`config.mk`:
```
export PLATFORM = sky130hd
export DESIGN_NAME = md_iter_ctrl_flat
export DESIGN_NICKNAME = d
export VERILOG_FILES = /design/src/rtl/md_iter_ctrl_if.sv /design/src/rtl/md_iter_ctrl.sv /design/src/flat_wrapper.sv
export SDC_FILE = /design/constraint.sdc
export NUM_CORES = 1
export LEC_CHECK = 0
export ABC_CLOCK_PERIOD_IN_PS = 6200
export CORE_MARGIN = 5
export CORE_UTILIZATION = 44
export DETAILED_ROUTE_END_ITERATION = 10
export PLACE_DENSITY = 0.88
export SETUP_SLACK_MARGIN = 0.5
export SYNTH_ARGS = -nofsm -noshare
export SYNTH_HDL_FRONTEND = slang
export SYNTH_SLANG_ARGS = --single-unit
```
`constraint.sdc`:
```
create_clock -name clk -period 6.2 [get_ports clk]
set_input_delay 1.24 -clock clk [delete_from_list [all_inputs] [get_ports clk]]
set_output_delay 1.24 -clock clk [all_outputs]
set_load 0.005 [all_outputs]
```
`src/rtl/md_iter_ctrl_if.sv`:
```
// Handshake bundle between the MD iteration controller and the RL / motion-update engines.
// The slave modport is the controller's view; the master modport is the sequencer/bench view.
interface md_iter_ctrl_if #(
  parameter int NUM_CELLS  = 64,
  parameter int ITER_WIDTH = 16
);
  logic                  start;
  logic                  abort;
  logic [ITER_WIDTH-1:0] num_iter;
  logic [NUM_CELLS-1:0]  reading_done;
  logic [NUM_CELLS-1:0]  back_pressure;
  logic [NUM_CELLS-1:0]  filter_buffer_empty;
  logic [NUM_CELLS-1:0]  force_valid;
  logic                  mu_done;
  logic                  rl_start;
  logic                  mu_start;
  logic                  busy;
  logic                  done;
  logic [ITER_WIDTH-1:0] iter_cnt;
  logic [31:0]           stall_cnt;
  logic                  timeout_err;

  modport slave (
    input  start, abort, num_iter, reading_done, back_pressure,
           filter_buffer_empty, force_valid, mu_done,
    output rl_start, mu_start, busy, done, iter_cnt, stall_cnt, timeout_err
  );

  modport master (
    output start, abort, num_iter, reading_done, back_pressure,
           filter_buffer_empty, force_valid, mu_done,
    input  rl_start, mu_start, busy, done, iter_cnt, stall_cnt, timeout_err
  );
endinterface

```
`src/rtl/md_iter_ctrl.sv`:
```
// Sequences MD time steps: launch the range-limited array, wait for it to drain, run the
// motion update, repeat num_iter times. Watchdog traps hangs; abort returns to IDLE at once.
module md_iter_ctrl #(
  parameter int NUM_CELLS  = 64,
  parameter int ITER_WIDTH = 16,
  parameter int DRAIN_WAIT = 8,
  parameter int WDOG_WIDTH = 20
) (
  input logic           clk,
  input logic           rst,
  md_iter_ctrl_if.slave bus
);

  typedef enum logic [2:0] {
    IDLE, RL_LAUNCH, RL_READ, RL_DRAIN, MU_LAUNCH, MU_WAIT, FINISH, ERR
  } state_e;

  localparam logic [NUM_CELLS-1:0]  CELLS_ALL    = '1;
  localparam logic [7:0]            DRAIN_TARGET = 8'(DRAIN_WAIT);
  localparam logic [WDOG_WIDTH-1:0] WDOG_MAX     = '1;

  state_e                state_q, state_d;
  logic [ITER_WIDTH-1:0] num_iter_q, num_iter_d;
  logic [ITER_WIDTH-1:0] iter_cnt_q, iter_cnt_d;
  logic [31:0]           stall_cnt_q, stall_cnt_d;
  logic [7:0]            drain_cnt_q, drain_cnt_d;
  logic [WDOG_WIDTH-1:0] wdog_q, wdog_d, wdog_inc;
  logic                  timeout_err_q, timeout_err_d;
  logic                  rl_start_q, rl_start_d;
  logic                  mu_start_q, mu_start_d;
  logic                  busy_q, busy_d;
  logic                  done_q, done_d;

  logic all_read, quiet, any_bp, wdog_run;

  assign all_read = (bus.reading_done == CELLS_ALL);
  assign any_bp   = |bus.back_pressure;
  assign quiet    = (bus.filter_buffer_empty == CELLS_ALL) && !any_bp && !(|bus.force_valid);
  assign wdog_run = (state_q == RL_READ) || (state_q == RL_DRAIN) || (state_q == MU_WAIT);
  assign wdog_inc = wdog_q + WDOG_WIDTH'(1);

  // NOTE: every signal written here gets a default first, so no path leaves it unassigned
  // and no latch is inferred.
  always_comb begin
    state_d       = state_q;
    num_iter_d    = num_iter_q;
    iter_cnt_d    = iter_cnt_q;
    stall_cnt_d   = stall_cnt_q;
    timeout_err_d = timeout_err_q;
    drain_cnt_d   = '0;
    wdog_d        = wdog_run ? wdog_inc : wdog_q;

    case (state_q)
      IDLE: begin
        if (bus.start) begin
          num_iter_d    = bus.num_iter;
          iter_cnt_d    = '0;
          stall_cnt_d   = '0;
          timeout_err_d = 1'b0;
          state_d       = (bus.num_iter == '0) ? FINISH : RL_LAUNCH;
        end
      end
      RL_LAUNCH: state_d = RL_READ;
      RL_READ:   if (all_read) state_d = RL_DRAIN;
      RL_DRAIN: begin
        drain_cnt_d = quiet ? drain_cnt_q + 8'd1 : 8'd0;
        if (drain_cnt_d == DRAIN_TARGET) state_d = MU_LAUNCH;
      end
      MU_LAUNCH: state_d = MU_WAIT;
      MU_WAIT: begin
        if (bus.mu_done) begin
          iter_cnt_d = iter_cnt_q + ITER_WIDTH'(1);
          state_d    = (iter_cnt_d == num_iter_q) ? FINISH : RL_LAUNCH;
        end
      end
      FINISH:  state_d = IDLE;
      ERR:     state_d = ERR;
      default: state_d = IDLE;
    endcase

    // Watchdog only fires on a cycle that made no progress out of the waiting state.
    if (wdog_run && state_d == state_q && wdog_inc == WDOG_MAX) begin
      state_d       = ERR;
      timeout_err_d = 1'b1;
    end

    if (state_q != IDLE && state_q != FINISH && state_q != ERR && any_bp &&
        stall_cnt_q != '1) begin
      stall_cnt_d = stall_cnt_q + 32'd1;
    end

    // Abort wins over everything, including an iteration completing in the same cycle.
    if (bus.abort && state_q != IDLE) begin
      state_d       = IDLE;
      iter_cnt_d    = iter_cnt_q;
      timeout_err_d = timeout_err_q;
    end

    if (state_d != state_q) begin
      wdog_d      = '0;
      drain_cnt_d = '0;
    end

    rl_start_d = (state_d == RL_LAUNCH);
    mu_start_d = (state_d == MU_LAUNCH);
    done_d     = (state_d == FINISH);
    busy_d     = (state_d != IDLE);
  end

  // NOTE: state is updated with non-blocking assignments so every flop samples pre-edge values.
  always_ff @(posedge clk or negedge rst) begin
    if (!rst) begin
      state_q       <= IDLE;
      num_iter_q    <= '0;
      iter_cnt_q    <= '0;
      stall_cnt_q   <= '0;
      drain_cnt_q   <= '0;
      wdog_q        <= '0;
      timeout_err_q <= 1'b0;
      rl_start_q    <= 1'b0;
      mu_start_q    <= 1'b0;
      busy_q        <= 1'b0;
      done_q        <= 1'b0;
    end else begin
      state_q       <= state_d;
      num_iter_q    <= num_iter_d;
      iter_cnt_q    <= iter_cnt_d;
      stall_cnt_q   <= stall_cnt_d;
      drain_cnt_q   <= drain_cnt_d;
      wdog_q        <= wdog_d;
      timeout_err_q <= timeout_err_d;
      rl_start_q    <= rl_start_d;
      mu_start_q    <= mu_start_d;
      busy_q        <= busy_d;
      done_q        <= done_d;
    end
  end

  assign bus.rl_start    = rl_start_q;
  assign bus.mu_start    = mu_start_q;
  assign bus.busy        = busy_q;
  assign bus.done        = done_q;
  assign bus.iter_cnt    = iter_cnt_q;
  assign bus.stall_cnt   = stall_cnt_q;
  assign bus.timeout_err = timeout_err_q;

endmodule

```
`src/flat_wrapper.sv`:
```
// flat-port wrapper written by rule: the top's interface ports become plain ports
module md_iter_ctrl_flat 
#(
  parameter int NUM_CELLS  = 64,
  parameter int ITER_WIDTH = 16,
  parameter int DRAIN_WAIT = 8,
  parameter int WDOG_WIDTH = 20
)
  (clk, rst, bus_start, bus_abort, bus_num_iter, bus_reading_done, bus_back_pressure, bus_filter_buffer_empty, bus_force_valid, bus_mu_done, bus_rl_start, bus_mu_start, bus_busy, bus_done, bus_iter_cnt, bus_stall_cnt, bus_timeout_err);
  md_iter_ctrl_if #(.NUM_CELLS(NUM_CELLS), .ITER_WIDTH(ITER_WIDTH)) bus_i ();
  input logic clk;
  input logic rst;
  input wire logic [$bits(bus_i.start)-1:0] bus_start;
  input wire logic [$bits(bus_i.abort)-1:0] bus_abort;
  input wire logic [$bits(bus_i.num_iter)-1:0] bus_num_iter;
  input wire logic [$bits(bus_i.reading_done)-1:0] bus_reading_done;
  input wire logic [$bits(bus_i.back_pressure)-1:0] bus_back_pressure;
  input wire logic [$bits(bus_i.filter_buffer_empty)-1:0] bus_filter_buffer_empty;
  input wire logic [$bits(bus_i.force_valid)-1:0] bus_force_valid;
  input wire logic [$bits(bus_i.mu_done)-1:0] bus_mu_done;
  output wire logic [$bits(bus_i.rl_start)-1:0] bus_rl_start;
  output wire logic [$bits(bus_i.mu_start)-1:0] bus_mu_start;
  output wire logic [$bits(bus_i.busy)-1:0] bus_busy;
  output wire logic [$bits(bus_i.done)-1:0] bus_done;
  output wire logic [$bits(bus_i.iter_cnt)-1:0] bus_iter_cnt;
  output wire logic [$bits(bus_i.stall_cnt)-1:0] bus_stall_cnt;
  output wire logic [$bits(bus_i.timeout_err)-1:0] bus_timeout_err;
  assign bus_i.start = bus_start;
  assign bus_i.abort = bus_abort;
  assign bus_i.num_iter = bus_num_iter;
  assign bus_i.reading_done = bus_reading_done;
  assign bus_i.back_pressure = bus_back_pressure;
  assign bus_i.filter_buffer_empty = bus_filter_buffer_empty;
  assign bus_i.force_valid = bus_force_valid;
  assign bus_i.mu_done = bus_mu_done;
  assign bus_rl_start = bus_i.rl_start;
  assign bus_mu_start = bus_i.mu_start;
  assign bus_busy = bus_i.busy;
  assign bus_done = bus_i.done;
  assign bus_iter_cnt = bus_i.iter_cnt;
  assign bus_stall_cnt = bus_i.stall_cnt;
  assign bus_timeout_err = bus_i.timeout_err;
  md_iter_ctrl #(.NUM_CELLS(NUM_CELLS), .ITER_WIDTH(ITER_WIDTH), .DRAIN_WAIT(DRAIN_WAIT), .WDOG_WIDTH(WDOG_WIDTH)) u_core (.clk(clk), .rst(rst), .bus(bus_i));
endmodule
```
# Word-level counts from Yosys, hierarchy flattened
# Index checks and enable logic that the tools add are counted.
# word_totals
register_bits	100
input_bits	277
output_inout_bits	53
word_cells	90
# classes
add_sub_neg	4
eq_ne	22
muxes	23
bitwise_logic	1
n_reduce_logical	29
# op_table
op	n
64-bit equality test (second input constant)	2
64-bit OR reduction	2
32-bit two-way mux	3
20-bit two-way mux	2
32-bit by 1-bit adder with 32-bit output (second input constant)	1
16-bit two-way mux	2
32-bit != test (second input constant)	1
16-bit one-hot mux with 2 select lines	1
3-bit two-way mux	8
8-bit two-way mux	3
3-bit one-hot mux with 8 select lines	1
20-bit by 1-bit adder with 20-bit output (second input constant)	1
20-bit equality test (second input constant)	1
3-bit equality test (second input constant)	6
16-bit by 1-bit adder with 16-bit output (second input constant)	1
16-bit equality test	1
16-bit logical NOT	1
2-bit nonzero test	6
1-bit logical AND	9
8-bit by 1-bit adder with 8-bit output (second input constant)	1
8-bit by 4-bit equality test with 1-bit output (second input constant)	1
3-bit by 1-bit equality test with 1-bit output (second input constant)	2
3-bit by 2-bit equality test with 1-bit output (second input constant)	2
3-bit != test (second input constant)	2
12 further kinds	19

# Longest topological paths before layout
# Gate-level depths: netlist (run 1).
# logic_depth
depth_word	15
depth_mapped	13
depth_no_buf	11

# Worst setup path before layout (run 1)
# OpenSTA, ideal clock, no wires.
# synth_timing
path_kind	input -> register
startpoint	input port bus_force_valid[0]
endpoint	register u_core.wdog_q[10]
setup_time_ns	0.121
arrival_time_ns	3.843
path_slack_ns	2.235
path_stages	11
n_path_buf	1
path_cell_list	nor4_1 -> nand4_1 -> or4_4 -> nor3_1 -> a21oi_1 -> or3_1 -> o21ai_2 -> mux2_4 -> o31ai_2 -> buf_2 -> nor2_1
# synth_via
elab_chain_len	14
elab_cells_between_ends	15
classes_between	eq/ne (3); mux (6); reduce/logical (6)
# synth_rtl
item	line_no	rtl
from (decl)	flat_wrapper.sv:19	input wire logic [$bits(bus_i.force_valid)-1:0] bus_force_valid;
64-bit OR reduction *	md_iter_ctrl.sv:38	assign quiet = (bus.filter_buffer_empty == CELLS_ALL) && !any_bp && !(|bus.force_valid);
1-bit logical NOT *	md_iter_ctrl.sv:38	
1-bit logical AND *	md_iter_ctrl.sv:38	
8-bit two-way mux *	md_iter_ctrl.sv:66	drain_cnt_d = quiet ? drain_cnt_q + 8'd1 : 8'd0;
8-bit by 4-bit equality test with 1-bit output *	md_iter_ctrl.sv:67	if (drain_cnt_d == DRAIN_TARGET) state_d = MU_LAUNCH;
3-bit two-way mux *	md_iter_ctrl.sv:67	
3-bit one-hot mux with 8 select lines *	md_iter_ctrl.sv:53	case (state_q)
3-bit equality test	md_iter_ctrl.sv:82	if (wdog_run && state_d == state_q && wdog_inc == WDOG_MAX) begin
1-bit logical AND (2 in a row)	md_iter_ctrl.sv:82	
3-bit two-way mux *	md_iter_ctrl.sv:82	
3-bit two-way mux *	md_iter_ctrl.sv:93	if (bus.abort && state_q != IDLE) begin
3-bit != test *	md_iter_ctrl.sv:99	if (state_d != state_q) begin
20-bit two-way mux or 2-bit nonzero test (tied branches)	n/a	
to (signal assigned)	md_iter_ctrl.sv:130	wdog_q <= wdog_d;
to (decl)	md_iter_ctrl.sv:27	logic [WDOG_WIDTH-1:0] wdog_q, wdog_d, wdog_inc;
# Mark *: on every way between the ends. The rest lies on a longest branch, timed or not.
# A chain may end at the register's enable or synchronous reset.

# Worst setup path after layout (run 1)
# layout_timing
startpoint	input port bus_force_valid[2]
endpoint	register u_core.wdog_q[18]
# Same word-level chain as after synthesis.

==> results.json, run 1 <==
{
  "routed_wl_um": 25100,
  "timing.rr.end": "u_core.wdog_q[18]",
  "regArea_mm2": 0.00250,
  "yosys.area.top_type": "dfrtp_1",
  "crit_type": "primary input to flop",
  "rows": 44,
  "cp_top_family": "simple AND/OR/NAND/NOR gates",
  "cts_root_buf": "clkbuf_16",
  "final_nets": 1367,
  "ff2ff_setup_slack_ns": 2.08,
  "min_path_cells": 2,
  "cp-start-kind": "primary input",
  "area_delta_synth_final_pct": 57.7,
  "core_area_mm2": 0.0144,
  "syn_inst": 768,
  "multiInputGateArea_mm2": 0.00376,
  "drive_above_1_share": 0.0468,
  "ys_ff_latch": 100,
  "worst_pin_slew_ns": 1.05,
  "final_antenna_net_count": 0,
  "syn_nets": 1050,
  "p_leak_nw": 3.82,
  "dr.first_iter.drc_count": 907,
  "synth.area.top_cells": "dfrtp_1 (39%), nand4_1 (6.3%), o21ai_0 (6.1%), nor4_1 (5.2%), nand2_1 (5.0%)",
  "grt_start_max_net_pins": 84,
  "final_cell_mix": "clkdlybuf4s50_1 (328), dfrtp_1 (100), nand2_1 (86)",
  "crit_path_start": "bus_force_valid[2]",
  "grt_remaining_overflow": 0,
  "clk_path_buf_depth": 2,
  "first_global_vias": 7300,
  "cp_slowest_stage_delay_ns": 0.62,
  "post_dp_cell_area_mm2": 0.00987,
  "grt_usage": 0.284,
  "vias": 7412,
  "grt_pass1_wl_um": 38200,
  "cts-htree-levels": 3,
  "path_buf_inv": 2,
  "synthArstFlopShare": 1.00,
  "clkSinkCount": 100,
  "clk_latency_ns": 0.35,
  "synth_top_cell_area_share": 0.389,
  "wire_per_inst_um": 19.7,
  "antenna_found_initial": 0,
  "seq_area_frac_synth": 0.389,
  "outcome": "complete, no violations",
  "end_kind": "flop",
  "crit_end": "u_core.wdog_q[18]",
  "n_fill_cell": 1113,
  "synth_warnings": 0,
  "num_io_pins": 330,
  "hpwl_um": 19900,
  "dieArea_mm2": 0.0171,
  "cp.required_ns": 6.43,
  "syn_avg_cell_area_um2": 8.37,
  "synth_ff_type": "dfrtp_1",
  "timing.fmax_ghz": 0.203,
  "die_h_um": 131,
  "rsz0062_at_grt": "false",
  "cts.clk_slew.worst_paths_ns": 0.07,
  "crit_cells": 12,
  "reg2reg_from": "u_core.bus.iter_cnt[0]",
  "rr_worst_depth": 12,
  "drv_slew": 0,
  "slew_headroom": 0.300,
  "die_w_um": 131,
  "cts_resized": 0,
  "crit_chain": "clkdlybuf4s50_1, nor4_1, nand4_1, or4_4, nor3_1, a21oi_1, or3_1, o21ai_2, mux2_4, o31ai_2, buf_4, nor2_1",
  "finalCritPeriodShare": 0.793,
  "hold_viol": 0,
  "power.density_mw_per_mm2": 250,
  "ys_types": 67,
  "postLayoutCoreUtil": 0.702,
  "drtPass1Iterations": 5,
  "synth_edf_count": 0,
  "fin_crit_ns": 4.92,
  "postCtsSetupBuffers": 0,
  "fin_area_mm2": 0.0101,
  "antenna-diode-count": 0,
  "drcViolationCount": 0,
  "setup_violations": 0,
  "numCtsBuffers": 9,
  "setup_tns_ns": 0,
  "start_util": 0.446,
  "cap_viol_max_count": 0,
  "place.gp.congestion": 0.940,
  "syn-cell-area_mm2": 0.00643,
  "slowest_stage": "o31ai_2",
  "peakVddDrop_v": 0.000191,
  "skew_ns": 0.00831,
  "avgViaCountPerCell": 5.82,
  "crit_fanout": 12,
  "arrival_ns": 5.15,
  "cts_tree": "built",
  "port_buffers": 329,
  "hp-class": "flop to flop",
  "hold_buffers": 0,
  "final_common_cell": "clkdlybuf4s50_1"
}
how the worst min path moves through the flow:
stage	startpoint	endpoint	slack, ns
2_1_floorplan	u_core.bus.timeout_err	u_core.bus.timeout_err	0.47
3_3_place_gp	u_core.bus.timeout_err	u_core.bus.timeout_err	0.46
3_5_place_dp	u_core.bus.timeout_err	u_core.bus.timeout_err	0.46
4_1_cts	u_core.bus.timeout_err	u_core.bus.timeout_err	0.48
5_1_grt	u_core.bus.timeout_err	u_core.bus.timeout_err	0.53
6_report	u_core.bus.timeout_err	u_core.bus.timeout_err	0.48
metal layers:
metal	GRT usage	routed length [um]	vias up
met2	0.497	12400	397
met3	0.0533	2160	44
met4	0.0678	498	0
li1	-	-	3507
met1	0.364	10100	3464
met5	0	0	-
worst min-delay path, delay by kind of cell (launching register included):
| kind | cells | cell delay (ns) |
|---|---|---|
| flops | 1 | 0.34 |
| simple gates | 2 | 0.11 |
through the flow:
step / std cells / worst slack [ns] / total power [mW] / hold slack, ns
detailed placement: 1258 / 1.02 / 2.00 / 0.462
CTS: 1273 / 1.32 / 2.52 / 0.479
global route: 1273 / 1.03 / 2.67 / 0.527
floorplan: 768 / 2.24 / 1.54 / 0.471
finish: 1273 / 1.28 / 2.53 / 0.478
global placement: 1258 / 1.05 / 1.96 / 0.458
kinds of logic (layout without fill, tap and decap cells):
logic type               count (synthesis)  count (layout)  share of synthesized area
buffers and inverters                   41             362                     0.0269
AND/OR/NAND/NOR                        402             402                      0.334
adder cells (fa/ha/maj)                  5               5                    0.00974
XOR/XNOR                                49              49                     0.0668
AO/OA/AOI/OAI                          152             152                      0.140
multiplexers                            19              19                     0.0335
flip-flops                             100             100                      0.389
report_power, final:
group          switching [mW]  leakage [nW]  total, mW  internal [mW]
combinational           0.654          2.35       1.17          0.513
clock                   0.242         0.123      0.513          0.272
sequential              0.104          1.35      0.849          0.745
flip-flops by register name (all words and copies together) (netlist names), 3 cells and up:
register,flops
u_core.bus.iter_cnt,16
u_core.wdog_q,20
u_core.num_iter_q,16
u_core.state_q,3
u_core.drain_cnt_q,8
u_core.bus.stall_cnt,32
cell usage after synthesis, types with 6 or more instances:
master    number
buf_2          6
o31ai_1       11
mux2_2        16
xor2_1        21
a21oi_1       18
and4_1         6
a31oi_1        7
nor4_1        53
and3_1        19
nand4_1       65
xnor2_1       28
nor2_1        76
nor2b_1        7
clkbuf_1      20
o21ai_0       78
nor3_1        16
inv_1         12
dfrtp_1      100
o21ai_1        7
nand3_1       33
nand2_1       86
layout make-up:
| type | count | area share |
|---|---|---|
| inverters | 12 | 0.00445 |
| clock buffers | 12 | 0.0233 |
| multi-input cells | 627 | 0.371 |
| well taps | 184 | 0.0227 |
| clock inverters | 3 | 0.00247 |
| flip-flops and latches | 100 | 0.247 |
| repair buffers | 335 | 0.329 |
(Power assumes the default switching activity.)
==> inputs of run 2 (changes only) <==
Settings changed: ABC_CLOCK_PERIOD_IN_PS 6200 to 4900, CORE_UTILIZATION 44 to 41, PLACE_DENSITY 0.88 to 0.82.
Clock period 6.2 ns to 4.9 ns, I/O delays scaled along.
==> run 2 against run 1 <==
Via count increased by 1.7%. Sequential cell count unchanged. Non-clock buffer count increased by 4. Clock-buffer cell count decreased by 1. Critical path depth unchanged. Worst hold slack improved by 0.0051 ns. Critical endpoint is now u_core.wdog_q[1]. Register-to-register slack got worse by 0.82 ns. Combinational power increased by 28%.
==> results.json, run 2 (same netlist as run 1, synthesis figures left out) <==
{
  "area_delta_synth_final_pct": 58.9,
  "numCtsBuffers": 9,
  "port_buffers": 329,
  "cts_tree": "built",
  "start_util": 0.420,
  "vias": 7540,
  "slowest_stage": "or4_4",
  "arrival_ns": 4.36,
  "n_fill_cell": 1247,
  "avgViaCountPerCell": 5.77,
  "grt_pass1_wl_um": 39600,
  "slew_headroom": 0.372,
  "cp.required_ns": 5.11,
  "routed_wl_um": 26000,
  "crit_type": "primary input to flop",
  "cts_root_buf": "clkbuf_16",
  "largest_reg_flops": 32,
  "crit_fanout": 20,
  "dr.first_iter.drc_count": 891,
  "skew_ns": 0.00640,
  "die_w_um": 135,
  "cp-start-kind": "primary input",
  "hold_viol": 0,
  "clk_latency_ns": 0.35,
  "rows": 45,
  "hpwl_um": 21000,
  "min_from": "u_core.bus.timeout_err",
  "finalCritPeriodShare": 0.846,
  "end_kind": "flop",
  "grt_start_max_net_pins": 74,
  "peakVddDrop_v": 0.000205,
  "final_antenna_net_count": 0,
  "reg2reg_from": "u_core.state_q[1]",
  "rsz0062_at_grt": "true",
  "clk_path_buf_depth": 2,
  "grt_usage": 0.276,
  "core_area_mm2": 0.0153,
  "met2_usage": 0.457,
  "grt.busiest_layer": "met2",
  "die_h_um": 135,
  "p_leak_nw": 3.86,
  "gr-usage-met1": 0.377,
  "drive_above_1_share": 0.0521,
  "clkPwrFrac": 0.207,
  "crit_path_start": "bus_force_valid[9]",
  "setup_violations": 0,
  "cp_slowest_stage_delay_ns": 0.60,
  "dp_cells": 1289,
  "place.gp.congestion": 1.01,
  "fin_crit_ns": 4.14,
  "first_global_vias": 7224,
  "switching_share": 0.398,
  "dieArea_mm2": 0.0183,
  "timing.fmax_ghz": 0.241,
  "comb_power_share": 0.461,
  "clkSinkCount": 100,
  "worst_pin_slew_ns": 0.941,
  "hp-class": "flop to flop",
  "cap_viol_max_count": 0,
  "grt_remaining_overflow": 0,
  "final_nets": 1371,
  "wire_per_inst_um": 19.9,
  "drv_slew": 0,
  "final_cells": 1306,
  "p_seq_frac": 0.332,
  "postCtsSetupBuffers": 0,
  "p_sw_mw": 1.29,
  "p_int_mw": 1.95,
  "drcViolationCount": 0,
  "drtPass1Iterations": 8,
  "cts.clk_slew.worst_paths_ns": 0.07,
  "setup_tns_ns": 0,
  "antenna_found_initial": 1,
  "num_io_pins": 330,
  "crit_chain": "clkdlybuf4s50_1, nor4_1, nand4_1, or4_4, nor3_1, a21oi_1, or3_1, o21ai_2, mux2_4, o31ai_2, buf_4, a211oi_2",
  "cts-htree-levels": 3,
  "met3_usage": 0.0635,
  "final_cell_mix": "clkdlybuf4s50_1 (328), dfrtp_1 (100), nand2_1 (86)",
  "power.density_mw_per_mm2": 318,
  "outcome": "complete, no violations",
  "final_common_cell": "clkdlybuf4s50_1"
}
## run 2: cell type report
class                      instances  area [um^2]  share of cell area
multi-input combinational        627         3760               0.369
timing repair buffer             339         3370               0.330
sequential                       100         2500               0.245
tap                              211          264              0.0259
clock buffer                      11          233              0.0228
inverter                          12         45.0             0.00441
clock inverter                     5         36.3             0.00355
antenna                            1         2.50            0.000245
## run 2: timing repair
action,4_1_cts,5_1_grt
gates resized for setup,0,1
setup endpoints to repair,0,5
hold buffers,0,0
## run 2: power by group through the flow
stage                     Clock [mW]  Sequential [mW]  Combinational (mW)
after floorplan                    0             1.03               0.923
after global placement             0             1.08                1.44
after detailed placement           0             1.08                1.46
after CTS                      0.679             1.07                1.47
after global routing           0.711             1.09                1.64
final                          0.671             1.08                1.50
## run 2: worst paths after layout
| path | endpoint | slack (ns) | cells past startpoint |
|---|---|---|---|
| worst max-delay path | u_core.wdog_q[1] | 0.76 | 12 |
| worst min-delay path | u_core.bus.timeout_err | 0.48 | 2 |
| worst max register to register | u_core.wdog_q[1] | 1.26 | 10 |
| worst min register to register | u_core.bus.timeout_err | 0.48 | 2 |
| max in group asynchronous | u_core.bus.timeout_err | 3.20 | 2 |
| min in group asynchronous | u_core.bus.stall_cnt[31] | 0.77 | 1 |
## run 2: metrics by stage
step / setup slack [ns] / util / cell area (um^2) / hold slack [ns] / power (mW)
6_report: 0.755 / 0.667 / 10200 / 0.483 / 3.24
5_1_grt: 0.499 / 0.667 / 10200 / 0.535 / 3.44
4_1_cts: 0.765 / 0.666 / 10200 / 0.484 / 3.22
3_5_place_dp: 0.409 / 0.649 / 9930 / 0.468 / 2.54
3_3_place_gp: 0.466 / 0.649 / 9930 / 0.464 / 2.52
2_1_floorplan: 1.20 / - / 6430 / 0.471 / 1.95
## run 2: worst max-delay path: cells and delay by family
kind | cells | cell delay, ns
and+or+nand+nor | 5 | 1.64
buffers and inverters | 2 | 0.73
AOI/OAI and AO/OA | 4 | 0.63
muxes | 1 | 0.36
## run 2: per-layer routing
layer	up-vias	share of wire
li1	3533	-
met1	3560	0.42
met2	414	0.48
met3	33	0.092
met4	0	0.012
met5	-	0
